<file path="src/rtl/tile_fifo_sched_if.sv">
// Producer, FIFO and consumer signals of the tile FIFO write scheduler.
// The scheduler connects as slave; the surrounding environment connects as master.
interface tile_fifo_sched_if #(
  parameter int NUM_REQ = 4,
  parameter int WIDTH   = 16,
  parameter int DEPTH   = 4
);
  localparam int CNT_W = $clog2(DEPTH + 1);

  logic [NUM_REQ-1:0]       req;
  logic [NUM_REQ*WIDTH-1:0] req_data;
  logic [NUM_REQ-1:0]       grant;
  logic                     fifo_write;
  logic [WIDTH-1:0]         fifo_wdata;
  logic                     fifo_read;
  logic                     fifo_full;
  logic                     pop;
  logic                     empty;
  logic [CNT_W-1:0]         count;
  logic                     overflow_err;
  logic                     underflow_err;

  modport master (
    output req, req_data, fifo_full, pop,
    input  grant, fifo_write, fifo_wdata, fifo_read, empty, count,
           overflow_err, underflow_err
  );

  modport slave (
    input  req, req_data, fifo_full, pop,
    output grant, fifo_write, fifo_wdata, fifo_read, empty, count,
           overflow_err, underflow_err
  );
endinterface

</file>
<file path="src/rtl/tile_fifo_sched.sv">
// Round-robin burst write scheduler and exact occupancy tracker for a shared tile FIFO.
// A burst is granted only when the whole burst is guaranteed to fit.
module tile_fifo_sched #(
  parameter int NUM_REQ = 4,
  parameter int WIDTH   = 16,
  parameter int DEPTH   = 4,
  parameter int BURST   = 2
) (
  input  logic             clk,
  input  logic             reset,
  tile_fifo_sched_if.slave bus
);
  localparam int IDX_W  = $clog2(NUM_REQ);
  localparam int CNT_W  = $clog2(DEPTH + 1);
  localparam int BEAT_W = (BURST > 1) ? $clog2(BURST) : 1;

  localparam logic [IDX_W:0]    NREQ_EXT   = (IDX_W + 1)'(NUM_REQ);
  localparam logic [IDX_W-1:0]  LAST_IDX   = IDX_W'(NUM_REQ - 1);
  localparam logic [BEAT_W-1:0] LAST_BEAT  = BEAT_W'(BURST - 1);
  localparam logic [CNT_W-1:0]  FULL_CNT   = CNT_W'(DEPTH);
  localparam logic [CNT_W-1:0]  GRANT_LIM  = CNT_W'(DEPTH - BURST);

  typedef enum logic {
    S_IDLE  = 1'b0,
    S_BURST = 1'b1
  } state_e;

  state_e             state_q,  state_d;
  logic [NUM_REQ-1:0] grant_q,  grant_d;
  logic [IDX_W-1:0]   winner_q, winner_d;
  logic [BEAT_W-1:0]  beat_q,   beat_d;
  logic [IDX_W-1:0]   rr_ptr_q, rr_ptr_d;
  logic [CNT_W-1:0]   count_q,  count_d;
  logic               ovf_q,    ovf_d;
  logic               unf_q,    unf_d;

  logic               pick_found;
  logic [IDX_W-1:0]   pick_idx;
  logic [IDX_W:0]     cand;
  logic               room_ok;
  logic               fifo_write;
  logic               fifo_read;

  // First requester at or above rr_ptr, wrapping modulo NUM_REQ.
  always_comb begin
    // NOTE: every variable gets a default before any branch, so no latch can be inferred.
    pick_found = 1'b0;
    pick_idx   = '0;
    cand       = '0;
    for (int k = 0; k < NUM_REQ; k++) begin
      cand = {1'b0, rr_ptr_q} + (IDX_W + 1)'(k);
      if (cand >= NREQ_EXT) cand = cand - NREQ_EXT;
      if (!pick_found && bus.req[cand[IDX_W-1:0]]) begin
        pick_found = 1'b1;
        pick_idx   = cand[IDX_W-1:0];
      end
    end
  end

  // Registered count only: a pop in the same cycle does not open room early.
  assign room_ok = (count_q <= GRANT_LIM);

  always_comb begin
    state_d  = state_q;
    grant_d  = grant_q;
    winner_d = winner_q;
    beat_d   = beat_q;
    rr_ptr_d = rr_ptr_q;
    case (state_q)
      S_IDLE: begin
        if (pick_found && room_ok) begin
          state_d  = S_BURST;
          grant_d  = NUM_REQ'(1) << pick_idx;
          winner_d = pick_idx;
          beat_d   = '0;
        end
      end
      S_BURST: begin
        if (beat_q == LAST_BEAT) begin
          state_d  = S_IDLE;
          grant_d  = '0;
          beat_d   = '0;
          rr_ptr_d = (winner_q == LAST_IDX) ? '0 : winner_q + 1'b1;
        end else begin
          beat_d = beat_q + 1'b1;
        end
      end
      default: state_d = S_IDLE;
    endcase
  end

  assign fifo_write = (state_q == S_BURST);
  assign fifo_read  = bus.pop && (count_q != '0);

  always_comb begin
    count_d = count_q;
    ovf_d   = ovf_q | (fifo_write & bus.fifo_full);
    unf_d   = unf_q | (bus.pop & (count_q == '0));
    if (fifo_write && !fifo_read) begin
      if (count_q == FULL_CNT) ovf_d = 1'b1;
      else                     count_d = count_q + 1'b1;
    end else if (!fifo_write && fifo_read) begin
      count_d = count_q - 1'b1;
    end
  end

  always_ff @(posedge clk) begin
    // NOTE: reset is synchronous; it is only a data term sampled at the clock edge.
    if (!reset) begin
      state_q  <= S_IDLE;
      grant_q  <= '0;
      winner_q <= '0;
      beat_q   <= '0;
      rr_ptr_q <= '0;
      count_q  <= '0;
      ovf_q    <= 1'b0;
      unf_q    <= 1'b0;
    end else begin
      // NOTE: non-blocking assignments so every register samples pre-edge values.
      state_q  <= state_d;
      grant_q  <= grant_d;
      winner_q <= winner_d;
      beat_q   <= beat_d;
      rr_ptr_q <= rr_ptr_d;
      count_q  <= count_d;
      ovf_q    <= ovf_d;
      unf_q    <= unf_d;
    end
  end

  assign bus.grant         = grant_q;
  assign bus.fifo_write    = fifo_write;
  assign bus.fifo_wdata    = fifo_write ? bus.req_data[winner_q*WIDTH +: WIDTH] : '0;
  assign bus.fifo_read     = fifo_read;
  assign bus.count         = count_q;
  assign bus.empty         = (count_q == '0);
  assign bus.overflow_err  = ovf_q;
  assign bus.underflow_err = unf_q;
endmodule

</file>
<file path="src/flat_wrapper.sv">
// flat-port wrapper written by rule: the top's interface ports become plain ports
module tile_fifo_sched_flat 
#(
  parameter int NUM_REQ = 4,
  parameter int WIDTH   = 16,
  parameter int DEPTH   = 4,
  parameter int BURST   = 2
)
  (clk, reset, bus_req, bus_req_data, bus_fifo_full, bus_pop, bus_grant, bus_fifo_write, bus_fifo_wdata, bus_fifo_read, bus_empty, bus_count, bus_overflow_err, bus_underflow_err);
  tile_fifo_sched_if #(.NUM_REQ(NUM_REQ), .WIDTH(WIDTH), .DEPTH(DEPTH)) bus_i ();
  input  logic clk;
  input  logic reset;
  input wire logic [$bits(bus_i.req)-1:0] bus_req;
  input wire logic [$bits(bus_i.req_data)-1:0] bus_req_data;
  input wire logic [$bits(bus_i.fifo_full)-1:0] bus_fifo_full;
  input wire logic [$bits(bus_i.pop)-1:0] bus_pop;
  output wire logic [$bits(bus_i.grant)-1:0] bus_grant;
  output wire logic [$bits(bus_i.fifo_write)-1:0] bus_fifo_write;
  output wire logic [$bits(bus_i.fifo_wdata)-1:0] bus_fifo_wdata;
  output wire logic [$bits(bus_i.fifo_read)-1:0] bus_fifo_read;
  output wire logic [$bits(bus_i.empty)-1:0] bus_empty;
  output wire logic [$bits(bus_i.count)-1:0] bus_count;
  output wire logic [$bits(bus_i.overflow_err)-1:0] bus_overflow_err;
  output wire logic [$bits(bus_i.underflow_err)-1:0] bus_underflow_err;
  assign bus_i.req = bus_req;
  assign bus_i.req_data = bus_req_data;
  assign bus_i.fifo_full = bus_fifo_full;
  assign bus_i.pop = bus_pop;
  assign bus_grant = bus_i.grant;
  assign bus_fifo_write = bus_i.fifo_write;
  assign bus_fifo_wdata = bus_i.fifo_wdata;
  assign bus_fifo_read = bus_i.fifo_read;
  assign bus_empty = bus_i.empty;
  assign bus_count = bus_i.count;
  assign bus_overflow_err = bus_i.overflow_err;
  assign bus_underflow_err = bus_i.underflow_err;
  tile_fifo_sched #(.NUM_REQ(NUM_REQ), .WIDTH(WIDTH), .DEPTH(DEPTH), .BURST(BURST)) u_core (.clk(clk), .reset(reset), .bus(bus_i));
endmodule
</file>
<file path="config.mk">
export PLATFORM = sky130hd
export DESIGN_NAME = tile_fifo_sched_flat
export DESIGN_NICKNAME = d
export VERILOG_FILES = /design/src/rtl/tile_fifo_sched_if.sv /design/src/rtl/tile_fifo_sched.sv /design/src/flat_wrapper.sv
export SDC_FILE = /design/constraint.sdc
export NUM_CORES = 1
export LEC_CHECK = 0
export ABC_AREA = 1
export CAP_MARGIN = 20
export CORE_ASPECT_RATIO = 1.5
export CORE_MARGIN = 10
export CORE_UTILIZATION = 33
export CTS_CLUSTER_SIZE = 25
export DETAILED_ROUTE_END_ITERATION = 10
export HOLD_SLACK_MARGIN = 0.02
export PLACE_DENSITY = 0.85
export SLEW_MARGIN = 25
export SYNTH_ARGS = -nofsm -noshare
export SYNTH_HDL_FRONTEND = slang
export SYNTH_SLANG_ARGS = --single-unit
</file>
<file path="constraint.sdc">
create_clock -name clk -period 1.55 [get_ports clk]
set_input_delay 0.31 -clock clk [delete_from_list [all_inputs] [get_ports clk]]
set_output_delay 0.31 -clock clk [all_outputs]
set_load 0.02 [all_outputs]
</file>
# ---- Word level (Yosys, flattened, before mapping)
# Index checks and enable logic that the tools add are counted.
# Widths: inputs -> output; s select.
dict set report op_classes {
  eq_ne 5
  reduce_logical 19
  addsub 11
  shift 2
  mul 0
  n_bitwise 5
  n_div 0
  order_cmp 9
  muxes 36
}
# cell n
set op_table {}
lappend op_table {{$shiftx 64x7->16} 1}
lappend op_table {{$mux 2} 9}
lappend op_table {{$mux 16} 1}
lappend op_table {{$mux 1} 14}
lappend op_table {{$lt 2x3->1 const B} 4}
lappend op_table {{$ge 3x3->1 const B} 3}
lappend op_table {{$mux 3} 3}
lappend op_table {{$bmux 1 s2} 4}
lappend op_table {{$mux 4} 2}
lappend op_table {{$pmux 4 s2} 1}
lappend op_table {{$reduce_and 2->1} 4}
lappend op_table {{$sub 2x1->2 const B} 4}
lappend op_table {{$logic_and 1x1->1} 7}
lappend op_table {{$add 2x2->3 const B} 2}
lappend op_table {{$logic_not 1->1} 5}
lappend op_table {{$ne 2x2->1 const B} 2}
lappend op_table {{$pmux 1 s2} 2}
lappend op_table {{$shl 1x2->4 const A} 1}
lappend op_table {{$add 2x1->3 const B} 1}
lappend op_table {{$add 3x1->3 const B} 1}
lappend op_table {{$eq 3x3->1 const B} 1}
lappend op_table {{$ge 2x3->1 const B} 1}
lappend op_table {{$le 3x2->1 const B} 1}
lappend op_table {{$logic_not 3->1} 1}
lappend op_table {{other kinds (10)} 12}
dict set report totals {
  latch_bits 0
  out_inout_bits 28
  n_memories 0
  rom_bits 0
  ram_bits 0
  reg_bits 15
  wordCells 95
}

# ---- Depth between registers and ports, before layout
# Gate-level depths: netlist of the first run.
dict set report depth {
  ltp_word 17
  depth_mapped 13
  depth_no_buf 12
}

# ---- Worst setup path after synthesis of the first run
# No wires, ideal clock.
dict set report synth_timing {
  kind {reg-to-output}
  start {register u_core.state_q, in the netlist u_core.bus.fifo_write}
  end {output port bus_fifo_wdata[10]}
  required_ns 1.240
  arrival_time_ns 1.379
  stages_incl_launch_ff 4
  path_slack_ns -0.139
  path_cell_list {dfxtp_1 -> clkinv_1 -> clkbuf_1 -> a21oi_1}
}
dict set report synth_via {
  elab_chain_len 1
}
# element line
set synth_rtl {}
lappend synth_rtl {{start: declaration} tile_fifo_sched.sv:28} ;# state_e state_q, state_d;
lappend synth_rtl {{start signal: assignment} tile_fifo_sched.sv:120} ;# state_q <= state_d;
lappend synth_rtl {{$mux 16} tile_fifo_sched.sv:133} ;# assign bus.fifo_wdata = fifo_write ? bus.req_data[winner_q*WIDTH +: WIDTH] : '0;
lappend synth_rtl {{end: declaration} flat_wrapper.sv:19} ;# output wire logic [$bits(bus_i.fifo_wdata)-1:0] bus_fifo_wdata;
# No other way between the ends.

# ---- Worst setup path after layout of the first run
dict set report layout_timing {
  start {register u_core.winner_q[0]}
  end {output port bus_fifo_wdata[9]}
}
dict set report layout_via {
  elab_chain_len 2
}
# element line
set layout_rtl {}
lappend layout_rtl {{start: declaration} tile_fifo_sched.sv:30} ;# logic [IDX_W-1:0] winner_q, winner_d;
lappend layout_rtl {{start signal: assignment} tile_fifo_sched.sv:122} ;# winner_q <= winner_d;
lappend layout_rtl {{$shiftx 64x7->16} tile_fifo_sched.sv:133}
lappend layout_rtl {{$mux 16} tile_fifo_sched.sv:133}
# No other way between the ends.

==> results of run 1 <==
==> cells in the final DEF, fill, tap and decap left out, types with 11 or more instances in the layout <==
cell,synthesis,routed
a21oi_2,0,16
buf_4,0,21
buf_6,1,15
clkdlybuf4s50_1,0,72
inv_1,20,13
nand2_1,49,30
nand2_2,7,18
nor2_1,74,68
o21ai_1,1,28
o21ai_2,2,11
==> cell families (layout without fill, tap and decap cells) <==
logic type | Yosys count | after routing
flops | 15 | 15
buf+inv | 38 | 157
xor+xnor | 1 | 1
simple gates | 153 | 154
compound gates | 68 | 68
fa+ha+maj | 2 | 2
==> synthesized netlist by cell type <==
cell type | number | area share
buf_2 | 5 | 0.017
inv_2 | 2 | 0.0050
nand2_2 | 7 | 0.029
dfxtp_1 | 15 | 0.20
nor2_2 | 3 | 0.013
buf_6 | 1 | 0.0075
nand2_1 | 49 | 0.12
o21ai_0 | 39 | 0.13
inv_1 | 20 | 0.050
nand2_4 | 1 | 0.0075
nand4_1 | 5 | 0.021
o21ai_1 | 1 | 0.0033
inv_4 | 1 | 0.0042
or2_1 | 1 | 0.0042
clkbuf_1 | 7 | 0.018
nand3_1 | 10 | 0.033
ha_1 | 2 | 0.017
inv_8 | 1 | 0.0075
nor2_1 | 74 | 0.19
clkinv_1 | 1 | 0.0025
o211ai_1 | 1 | 0.0050
nor3_1 | 1 | 0.0033
o21ai_2 | 2 | 0.012
xor2_1 | 1 | 0.0058
nand3_2 | 2 | 0.013
a21oi_1 | 25 | 0.083
==> repair_timing <==
item	in CTS	in global routing
cloned	2	2
setup endpoints to repair	23	28
pin swaps	4	34
gates resized for setup	136	82
buffers inserted	4	3
==> area by class of cell <==
class | instances | area share
multi-input combinational | 225 | 0.410
clock inverter | 1 | 0.00159
tap | 48 | 0.0190
sequential | 15 | 0.101
clock buffer | 3 | 0.0131
inverter | 25 | 0.0333
timing repair buffer | 128 | 0.421
==> worst paths after layout <==
check	start	endpoint
max	u_core.winner_q[0]	bus_fifo_wdata[9]
min	u_core.bus.underflow_err	u_core.bus.underflow_err
max reg2reg	u_core.rr_ptr_q[0]	u_core.bus.grant[2]
min reg2reg	u_core.bus.underflow_err	u_core.bus.underflow_err
==> worst register-to-register path, stage by stage (launching register included) <==
cell	delay (ns)
dfxtp_4	0.36
buf_12	0.14
inv_8	0.10
nand2_2	0.10
nand3_4	0.09
nand2_4	0.07
nor2_4	0.12
nand4_1	0.17
nand2_2	0.17
nand2_2	0.08
o21ai_2	0.14
==> power breakdown <==
group	internal (uW)	leakage, uW	switching [uW]
combinational	2010	0.00126	2470
clock	179	0.0000255	157
sequential	551	0.000127	124
total	2740	0.00142	2760
==> metal layers <==
layer	track usage	part of all wire	vias to the layer above	routed length [um]
met3	0.0549	0.067	19	477
met1	0.133	0.31	1047	2220
met4	0.0629	0.033	0	236
met5	0	0	-	0
met2	0.329	0.59	80	4150
li1	-	-	1136	-
==> through the flow <==
step                cells  area [um2]
global placement      432        2780
CTS                   442        2930
detailed placement    432        2780
global route          445        3160
floorplan             277        1570
finish                445        3160
==> flip-flops by register name, indices dropped and copies added (netlist names) <==
name                      count
u_core.winner_q               2
u_core.bus.fifo_write         1
u_core.beat_q                 1
u_core.bus.grant              4
u_core.rr_ptr_q               2
u_core.bus.overflow_err       1
u_core.bus.count              3
u_core.bus.underflow_err      1
==> impl_results.md, run 1 <==
- Maximum vdd ir drop: 0.921 mV
- Yosys cell types: 26
- RSZ-0062 raised after global routing: yes
- Initial core utilization: 0.336
- Largest net degree at the start of global routing: 22
- Worst-Margin Slew: 0.303 ns
- Final core utilization: 0.706
- Fill cells: 378
- Ys Warns: 0
- Post-DRT Antenna Nets: 0
- Worst Path Buf+Inv: 2
- Max Cap Viol: 0
- Post-synthesis xor/xnor area fraction: 0.00584
- Die area: 0.00769 mm2
- CP Class: reg2out
- Slew headroom: 0.797
- Clock root buffer: clkbuf_8
- Synthesized area per cell: 5.41 um2
- Register Area: 319 um2
- Iter 0 DRT Violations: 125
- Ant. Diodes: 0
- Routed vias/inst: 5.13
- GP Congestion: 0.836
- Max Root-Sink Buffers: 2
- Setup slack at placement: -0.580 ns
- Post-Synth Simple-Gate Area: 0.432
- FF-to-FF path depth: 10
- DRC: 0
- Critical path startpoint category: register
- Sequential cell area fraction in the yosys report: 0.200
- CTS Sinks: 15
- Synth Area in Compound Gates: 0.234
- Min Hold Slack: 0.455 ns
- Min Clock Period, post-route: 1.70 ns
- Mapped Cells: 277
- Clock latency on the worst-skew pair: 0.26 ns
- Port bufs: 99
- DR WL/cell: 15.9 um
- CTS tree: built
- Final worst setup slack: -0.146 ns
- Setup Skew: 0.00448 ns
- Hold Buf Count CTS: 0
- Critical Path RT: 1.24 ns
- Initial antenna violation count: 0
- Post-Syn Area: 0.00150 mm2
- Hold Crit Class: reg2reg
- CORE AREA: 0.00447 mm2
- Critical path's top delay family: flip-flops
- DR pass1 iterations: 4
- Hold Path Depth: 2
- Global route overflow: 0
- Leakage: 0.00142 uW
- DP HPWL: 5140 um
- CP arrival: 1.39 ns
- Worst path max stage delay: 0.40 ns
- Setup crit end kind: output port
- Num rows: 30
- CTS Buf Count: 3
- Syn-to-layout area delta: 111%
- FF-to-FF setup slack: -0.05 ns
- First-pass GRT wire length: 9880 um
- Max H-tree Level: 1
- Crit-path cells: buf_6 > nor2_1 > nor2_1 > o21ai_2 > a21oi_2 > buf_6
- Pwr dens: 1740 mW/mm2
- Levels on crit path: 6
- Final nets: 472
- Violated checks: negative setup slack
- Main combinational cell family by area after synthesis: simple AND/OR/NAND/NOR gates
- Post-synthesis register bit count: 15
- Vias: 2282
- Fmax achieved: 590 MHz
- Ratio of cells with drive above 1 in the final layout: 0.353
- Adder-cell share of the synthesized area: 0.0167
- Vias in the first global route: 2210
- Fin Setup TNS: -1.36 ns
- Mux cell area share after synthesis: 0
- GRT Util Overall: 0.162
- Final setup fails: 19
- Critical-path top delay cell: dfxtp_4
- Final period utilization: 1.09
- Area of the multi-input gates: 0.00129 mm2
- Die Height: 103 um
- Detailed Route WL: 7080 um
- I/O pin total: 100
- Reg clk slew, reported paths: 0.07 ns
- Final Hold Vio Count: 0
- Total Power: 5500 uW
- Fin. max-slew vios: 0
- Synth Net Count: 351
- Crit path max fanout: 9
- Die X: 75.0 um
- Status: complete, but fails checks
No activity file was read; power rests on OpenSTA's default activity.
==> run 2, diff against run 1 <==
--- a/config.mk
+++ b/config.mk
@@ -5,15 +5,15 @@
 export SDC_FILE = /design/constraint.sdc
 export NUM_CORES = 1
 export LEC_CHECK = 0
-export ABC_AREA = 1
 export CAP_MARGIN = 20
 export CORE_ASPECT_RATIO = 1.5
 export CORE_MARGIN = 10
-export CORE_UTILIZATION = 33
+export CORE_UTILIZATION = 31
 export CTS_CLUSTER_SIZE = 25
 export DETAILED_ROUTE_END_ITERATION = 10
 export HOLD_SLACK_MARGIN = 0.02
-export PLACE_DENSITY = 0.85
+export MAX_ROUTING_LAYER = met4
+export PLACE_DENSITY = 0.84
 export SLEW_MARGIN = 25
 export SYNTH_ARGS = -nofsm -noshare
 export SYNTH_HDL_FRONTEND = slang
==> run 2 against run 1 <==
Against the previous run: the run still ends with negative setup slack left; register-to-register slack worse by 0.15 ns; critical endpoint is now bus_fifo_wdata[5]; largest power group unchanged; combinational power decreased by 54%; hold slack better by 0.019 ns; critical path type unchanged; non-clock buffer count decreased by 1; flip-flop and latch count is the same.
==> impl_results.md, run 2 <==
- Final period utilization: 1.20
- Setup slack at placement: -0.677 ns
- First-pass GRT wire length: 8060 um
- EDFF count, synth: 0
- Critical path startpoint category: register
- Detailed Route WL: 5370 um
- Global route overflow: 0
- CTS Buf Count: 3
- Die X: 73.7 um
- CTS Sinks: 15
- Initial antenna violation count: 0
- Port bufs: 99
- Leakage: 0.00110 uW
- Ant. Diodes: 0
- Ys async rst share: 0
- Crit path max fanout: 5
- Top FF cell, synth: dfxtp_1
- Max Cap Viol: 0
- I/O pin total: 100
- Min Clock Period, post-route: 1.86 ns
- Largest net degree at the start of global routing: 22
- Synth area leaders: mux4_2, dfxtp_1, and2_1
- CORE AREA: 0.00421 mm2
- Max Root-Sink Buffers: 2
- Post-DRT Antenna Nets: 0
- Setup Skew: 0.00269 ns
- Final setup fails: 18
- Maximum vdd ir drop: 1.01 mV
- CP arrival: 1.55 ns
- Sequential cell area fraction in the yosys report: 0.224
- Worst-Margin Slew: 0.354 ns
- Initial core utilization: 0.318
- Setup crit end kind: output port
- Worst path max stage delay: 0.49 ns
- Commonest non-fill, non-tap cell in the layout: clkdlybuf4s50_1
- Synthesized area per cell: 9.85 um2
- Clock latency on the worst-skew pair: 0.25 ns
- Iter 0 DRT Violations: 27
- Hold Crit Class: reg2reg
- Synth Net Count: 210
- Violated checks: negative setup slack
- Top cells by count, synth: and2_1, mux4_2, dfxtp_1
- Hold Buf Count CTS: 0
- Yosys cell types: 38
- Register Area: 310 um2
- Post-Syn Area: 0.00134 mm2
- Die Height: 101 um
- GP Congestion: 0.877
- Fmax achieved: 537 MHz
- Fin. max-slew vios: 0
- GRT Util Overall: 0.139
- Area of the multi-input gates: 0.00107 mm2
- Most frequent cells in the layout: clkdlybuf4s50_1, buf_4, buf_6
- Max reg flops: 4
- Num rows: 29
- Vias: 1544
- Ratio of cells with drive above 1 in the final layout: 0.402
- Pwr dens: 1070 mW/mm2
- Critical Path RT: 1.24 ns
- Fin Setup TNS: -4.95 ns
- Post-synthesis register bit count: 15
- Status: complete, but fails checks
- Final nets: 329
- DR pass1 iterations: 4
- Final Hold Vio Count: 0
- Placed inst area: 0.00259 mm2
- Fill cells: 343
- Crit-path cells: buf_12 > mux4_2 > and2_4 > buf_6
- Most common cell in the netlist: and2_1
- Leading area contributor after synthesis: mux4_2
- Synth top area share: 0.269
- DP HPWL: 4410 um
- Routed vias/inst: 5.15
- Vias in the first global route: 1585
- Mapped Cells: 136
- RSZ-0062 raised after global routing: yes
- Ys Warns: 0
- Slew headroom: 0.762
- Critical-path top delay cell: mux4_2
- CTS tree: built
- Syn-to-layout area delta: 106%
- Final worst setup slack: -0.314 ns
- DR WL/cell: 17.9 um
- Post-layout instance area: 0.00276 mm2
- DRC: 0
- Reg clk slew, reported paths: 0.06 ns
- Die area: 0.00741 mm2
- Max H-tree Level: 1
- CP Class: reg2out
- Clock root buffer: clkbuf_8
==> run 2: worst max-delay path: cells and delay by family (launching register included) <==
family	cells	cell delay, ns
buf+inv	2	0.25
flops	1	0.39
mux	1	0.49
simple gates	1	0.17
==> run 2: what timing repair did <==
item                       CTS  global route
setup endpoints to repair   32            23
resized for setup          130            12
setup buffers                5             1
hold endpoints to repair     0             0
pin swaps                   24             6
cloned                       1             0
==> run 2: area by class of cell <==
type / count / area share
well taps: 46 / 0.0209
inverters: 2 / 0.00272
clock inverters: 1 / 0.00181
repair buffers: 127 / 0.459
clock buffers: 3 / 0.0150
flip-flops and latches: 15 / 0.112
multi-input cells: 106 / 0.389
==> run 2: logic make-up after synthesis <==
group | after synthesis | synth area share
and+or+nand+nor | 52 | 0.219
AOI/OAI and AO/OA | 32 | 0.190
muxes | 17 | 0.276
buffers and inverters | 15 | 0.0532
DFF | 15 | 0.224
xor gates and xnor gates | 3 | 0.0196
adders and majority gates | 2 | 0.0187
==> run 2: worst paths after layout <==
check / slack [ns] / end / depth (start not counted) / from
setup / recovery: -0.31 / bus_fifo_wdata[5] / 4 / u_core.winner_q[0]
hold / removal: 0.47 / u_core.bus.overflow_err / 1 / u_core.bus.overflow_err
setup reg to reg: -0.20 / u_core.bus.count[2] / 7 / u_core.bus.count[2]
hold reg to reg: 0.47 / u_core.bus.overflow_err / 1 / u_core.bus.overflow_err
==> run 2: through the flow <==
stage | instances | hold WS [ns] | power [uW] | utilization
detailed placement | 293 | 0.478 | 2480 | 0.616
global route | 300 | 0.499 | 3140 | 0.655
global placement | 293 | 0.460 | 2450 | 0.616
CTS | 302 | 0.492 | 2970 | 0.655
floorplan | 136 | 0.464 | 1680 | -
finish | 300 | 0.474 | 2960 | 0.655
==> run 2: layer usage <==
metal | global-route usage | up-vias | routed length, um
met4 | 0.0259 | 0 | 40
met2 | 0.259 | 61 | 2910
met5 | - | - | 0
li1 | - | 753 | -
met1 | 0.146 | 725 | 2070
met3 | 0.0237 | 5 | 344
==> run 2: power breakdown <==
part	switching (uW)	internal (uW)
Combinational	908	1170
Sequential	77.3	476
Clock	144	178
Total	1130	1830
==> run 3, diff against run 2 <==
--- a/config.mk
+++ b/config.mk
@@ -14,7 +14,7 @@
 export HOLD_SLACK_MARGIN = 0.02
 export MAX_ROUTING_LAYER = met4
 export PLACE_DENSITY = 0.84
-export SLEW_MARGIN = 25
+export SLEW_MARGIN = 40
 export SYNTH_ARGS = -nofsm -noshare
 export SYNTH_HDL_FRONTEND = slang
 export SYNTH_SLANG_ARGS = --single-unit
==> results of run 3 <==
Same layout as run 2: the final DEF is identical, and so are final timing and power.
==> variant 1 (settings of run 2) <==
`NUM_REQ` is set to 4 in 3 places; all go to 2.
--- a/src/rtl/tile_fifo_sched_if.sv
+++ b/src/rtl/tile_fifo_sched_if.sv
@@ -1,7 +1,7 @@
 // Producer, FIFO and consumer signals of the tile FIFO write scheduler.
 // The scheduler connects as slave; the surrounding environment connects as master.
 interface tile_fifo_sched_if #(
-  parameter int NUM_REQ = 4,
+  parameter int NUM_REQ = 2,
   parameter int WIDTH   = 16,
   parameter int DEPTH   = 4
 );
--- a/src/rtl/tile_fifo_sched.sv
+++ b/src/rtl/tile_fifo_sched.sv
@@ -1,7 +1,7 @@
 // Round-robin burst write scheduler and exact occupancy tracker for a shared tile FIFO.
 // A burst is granted only when the whole burst is guaranteed to fit.
 module tile_fifo_sched #(
-  parameter int NUM_REQ = 4,
+  parameter int NUM_REQ = 2,
   parameter int WIDTH   = 16,
   parameter int DEPTH   = 4,
   parameter int BURST   = 2
--- a/src/flat_wrapper.sv
+++ b/src/flat_wrapper.sv
@@ -1,7 +1,7 @@
 // flat-port wrapper written by rule: the top's interface ports become plain ports
 module tile_fifo_sched_flat 
 #(
-  parameter int NUM_REQ = 4,
+  parameter int NUM_REQ = 2,
   parameter int WIDTH   = 16,
   parameter int DEPTH   = 4,
   parameter int BURST   = 2
Ports: changed (resized bus_grant, bus_req and bus_req_data); port bits go from 100 to 64. No check against the original RTL was run, so the function may have changed too.
==> variant 1 against run 2 <==
The run still ends with setup timing left. Clock power fell by 9.6%. Area after synthesis fell by 31%. Total power fell by 8.9%. Sequential cell count fell by 4. Routed wire length fell by 19%. Critical path depth rose by 3. Maximum frequency rose by 11%. Cell area fell by 31%. Setup slack improved by 0.19 ns. Utilization rose by 0.82 points. Die area fell by 24%. Sequential share of layout area rose by 0.85 points. Combinational power fell by 7%.
==> variant 1: results (changes against run 2) <==
Run status
  • Status: complete, but fails checks
  • Failing checks: setup timing

Setup path
  • Setup crit end: u_core.bus.count[2]
  • CP max-delay cell: dfxtp_2
  • Worst EP arrival: 1.80 ns (+0.25 ns)
  • Crit-path max cell delay: 0.33 ns (-0.16 ns)
  • CP delay by family, top: compound AO/OA/AOI/OAI gates

Power
  • Leak pwr: 0.750 nW (-32%)
  • VDD IR max: 868 uV (-14%)
  • Reg power frac: 17.2% (-1.5 points)
  • Switch Pwr: 1.12 mW (-1.1%)
  • Clk pwr: 0.291 mW (-9.6%)

Global routing
  • Largest net degree at the start of global routing: 14 (-36%)
  • All-Layer GR Usage: 13.2% (-0.62 points)
  • Vias in the first global route: 1137 (-28%)
  • Met2 GRT Util: 21.3% (-4.5 points)
  • Met1 usage: 15.5% (+0.90 points)
  • First-pass GRT wire length: 5850 um (-27%)
  • M3 GR Usage: 4.12% (+1.8 points)

Routing
  • Metal-1 WL: 1960 um (-5.2%)
  • Drt initial violations: 46 (+70%)
  • Detailed Route WL: 4360 um (-19%)
  • Routed wl met3: 249 um (-28%)
  • Via count: 1162 (-25%)

Clock network
  • Post-CTS setup repair buffer count: 1 (-4)
  • # resized after CTS: 82 (-37%)
  • CTS Buffer Depth: 2 (unchanged)
  • Clock Latency Late Sink: about 0.24 ns
  • CTS H-tree lvls: 1 (unchanged)

Layout
  • Layout cell share with drive strength beyond 1: 39.7% (-0.48 points)
  • ANT cells: 0 (unchanged)
  • Nets: 224 (-32%)

Timing
  • Setup TNS: -0.201 ns (+4.75 ns)
  • Setup Skew: 0.000424 ns (-0.00226 ns)
  • Final WS setup: -0.126 ns (+0.188 ns)
  • Setup-failing EPs final: 5 (-13)
  • Worst slew pin tran: 0.350 ns (-0.00380 ns)

Placement
  • Final GP Congestion: 0.805 (-8.2%)
  • I/O Buffers: 63 (-36%)
  • Pre-CTS WS: -0.468 ns (+0.208 ns)

Synthesis
  • Synth area leaders: dfxtp_1 24%, mux2i_1 17%, nor2b_1 11%
  • Most used DFF post-synth: dfxtp_1
  • Synth unique cells: 35 (-7.9%)
  • Register area share after synthesis: 23.8% (+1.3 points)
  • Synthesized Nets: 148 (-30%)
  • Synth top cells by count: 17 x nor2b_1, 16 x mux2i_1, 11 x dfxtp_1, 5 x a21boi_0, 5 x o21ai_0
-- variant 1: cell types whose count changed in the layout (fill, tap and decap cells not counted), moves of 6 or more --
cell             delta
and2_4             -16
buf_6               -7
clkdlybuf4s50_1    -31
mux2i_2             +6
mux4_2             -16
nor2b_2             +9
-- variant 1: cells by family after synthesis --
family / share of synthesized area [%]
AOI/OAI and AO/OA: 21.7
muxes: 17.3
and+or+nand+nor: 23.9
xor gates and xnor gates: 3.78
adders and majority gates: 1.35
DFF: 23.8
buffers and inverters: 8.23
-- variant 1: metrics by stage --
stage | instances | total power [mW] | area, um2
after global placement | 212 | 2.07 | 1690
final | 223 | 2.69 | 1910
after CTS | 218 | 2.40 | 1700
after detailed placement | 212 | 2.12 | 1690
after global routing | 223 | 2.86 | 1910
after floorplan | 109 | 1.44 | 975
-- variant 1: area by class of cell --
class                   count  area (um2)
inverters                   2        7.51
flip-flops and latches     11         231
clock buffers               4        45.0
well taps                  39        48.8
multi-input cells          85         758
fillers                   209         970
repair buffers             82         822
==> variant 2 (config.mk and constraints of run 2) <==
Made on the original files. Reset style: asynchronous (`reset`), changed in one clocked block.
--- a/src/rtl/tile_fifo_sched.sv
+++ b/src/rtl/tile_fifo_sched.sv
@@ -104,7 +104,7 @@
     end
   end
 
-  always_ff @(posedge clk) begin
+  always_ff @(posedge clk or negedge reset) begin
     // NOTE: reset is synchronous; it is only a data term sampled at the clock edge.
     if (!reset) begin
       state_q  <= S_IDLE;
Formal check against the unedited RTL: differs if reset is asserted again (counterexample within 4 cycles, from zero or initial values and one cycle with reset low); with reset held inactive, the same outputs for 10 cycles.
==> variant 2 against run 2 <==
The run still ends with setup timing left. Total power is 67% higher. Area after synthesis is 4.9% higher. Routed wire length is 0.80% higher. Setup slack worse by 0.082 ns. Combinational power is 87% higher. Cell area is 1.4% higher. Clock skew is 0.0019 ns lower. Sequential cell count stayed put. Maximum frequency is 4.2% lower. Register-to-register slack better by 0.21 ns. Worst hold slack worse by 0.093 ns. Critical path type unchanged. Highest routed layer unchanged.
==> variant 2: results (changes against run 2) <==
Clock network
  • Clock Latency Late Sink: 0.24 ns
  • CTS H-tree lvls: 1 (unchanged)
  • Root buffer cell: clkbuf_8
  • Clock-pin slew on the worst setup and hold paths: 0.06 ns (about the same)
  • TritonCTS Buffers: 3 (unchanged)
  • CTS Buffer Depth: 2 (unchanged)

Setup path
  • R2r worst-path depth: 7 (unchanged)
  • CP Max Fanout: 6 (+1)
  • Worst EP arrival: 1.64 ns (+0.09 ns)

Synthesis
  • Synth unique cells: 40 (+5.3%)
  • Register area share after synthesis: 26.7% (+4.3 points)
  • Synth area leaders: dfrtp_1 27%, mux4_1 15%, mux4_2 13%
  • Asr flop ratio synth: 100% (+100 points)
  • Synthesized Nets: 201 (-4.3%)
  • Synth Warn #: 0 (unchanged)
  • Synth top cells by count: 17 x and2_1, 15 x dfrtp_1, 8 x mux4_1, 8 x mux4_2, 8 x nand2_1

Layout
  • Max reg flops: 4 (unchanged)
  • Fill cells: 373 (+8.7%)
  • Layout cell share with drive strength beyond 1: 40.7% (+0.58 points)
  • Nets: 318 (-3.3%)

Timing
  • Final WS setup: -0.396 ns (-0.0817 ns)
  • Max-slew headroom: 75.9% (-0.28 points)
  • Setup-failing EPs final: 16 (-2)
  • Setup Skew: 0.000817 ns (-0.00187 ns)

Hold path
  • Hold Crit Class: input pin to async pin

Run status
  • Failing checks: setup timing
  • Status: complete, but fails checks

Global routing
  • Initial antenna violation count: 0 (unchanged)
  • Largest net degree at the start of global routing: 19 (-14%)
  • All-Layer GR Usage: 13.7% (-0.18 points)
  • First-pass GRT wire length: 8070 um (about the same)
  • Vias in the first global route: 1608 (+1.5%)

Power
  • VDD IR max: 1310 uV (+30%)
  • Leak pwr: 1.18 nW (+7.6%)
  • Power Dens Cells: 1760 nW/um2 (+65%)

Placement
  • DPL Wire Length: 4350 um (-1.3%)
  • Area post-placement: 2570 um2 (-0.68%)
  • Final GP Congestion: 0.893 (+1.9%)
  • I/O Buffers: 99 (unchanged)

Routing
  • Drt initial violations: 55 (+100%)
  • Avg WL per Cell: 18.6 um (+3.9%)
  • Drt pass-1 iters: 4 (unchanged)
  • Via/cell ratio: 5.21 (+1.3%)
variant 2: cell count changes in the layout (fill, tap and decap cells not counted), moves of 4 or more:
| cell | before | now |
|---|---|---|
| nor2b_1 | 7 | 2 |
| buf_4 | 23 | 15 |
| nand3_1 | 6 | 2 |
| dfxtp_1 | 11 | 0 |
| dfrtp_2 | 0 | 4 |
| a21o_1 | 0 | 4 |
| dfrtp_1 | 0 | 11 |
| dlymetal6s2s_1 | 1 | 5 |
| dlygate4sd2_1 | 7 | 3 |
| o21a_1 | 5 | 1 |
variant 2: routing by layer:
layer / track usage [%] / routed length, um
met5: - / 0
met4: 3.51 / 48
met3: 2.41 / 394
met2: 25.2 / 2880
met1: 14.5 / 2080
variant 2: worst max-delay path, stage by stage, from the launching register on:
cell and delay (ns):
dfrtp_2 0.45, buf_8 0.16, mux4_2 0.50, and2_4 0.17, buf_6 0.12
variant 2: area by class of cell:
type | instances | share of cell area [%]
repair buffers | 124 | 44.9
multi-input cells | 96 | 37.1
flip-flops and latches | 15 | 13.6
well taps | 48 | 2.15
clock buffers | 3 | 1.48
inverters | 4 | 0.537
clock inverters | 1 | 0.179
variant 2: what timing repair did:
action                                  in CTS  in global routing
endpoints found under the setup margin      31                 26
pin swaps                                   10                 11
gates cloned                                 2                  0
buffers inserted                             3                  3
gates resized for setup                    133                 22
variant 2: final timing paths:
path	slack [ns]	endpoint	start
max in group asynchronous	0.97	u_core.winner_q[0]	reset
setup / recovery	-0.40	bus_fifo_wdata[10]	u_core.winner_q[0]
min in group clk	0.44	u_core.bus.underflow_err	bus_pop
setup reg to reg	0.01	u_core.bus.count[2]	u_core.bus.count[2]
hold reg to reg	0.45	u_core.bus.underflow_err	u_core.bus.underflow_err
hold / removal	0.38	u_core.bus.count[0]	reset
variant 2: where the power goes:
part / internal (mW) / leakage (nW) / switching (mW)
Combinational: 2.17 / 0.982 / 1.71
Sequential: 0.564 / 0.176 / 0.175
Clock: 0.178 / 0.0255 / 0.134
Total: 2.91 / 1.18 / 2.02
variant 2: kinds of logic (layout without fill, tap and decap cells):
family,after synthesis,after routing,synth area share [%]
AOI/OAI and AO/OA,30,30,15.9
xor gates and xnor gates,2,2,1.25
adders and majority gates,2,2,1.78
buffers and inverters,16,132,7.47
DFF,15,15,26.7
muxes,18,18,29.3
and+or+nand+nor,44,44,17.6
variant 2: through the flow:
step	instances	worst slack [ns]	setup TNS (ns)
3_5_place_dp	280	-0.713	-13.15
5_1_grt	291	-0.455	-7.19
6_report	291	-0.396	-6.01
2_1_floorplan	127	-0.0805	-0.674
3_3_place_gp	280	-0.676	-12.60
4_1_cts	289	-0.471	-6.66
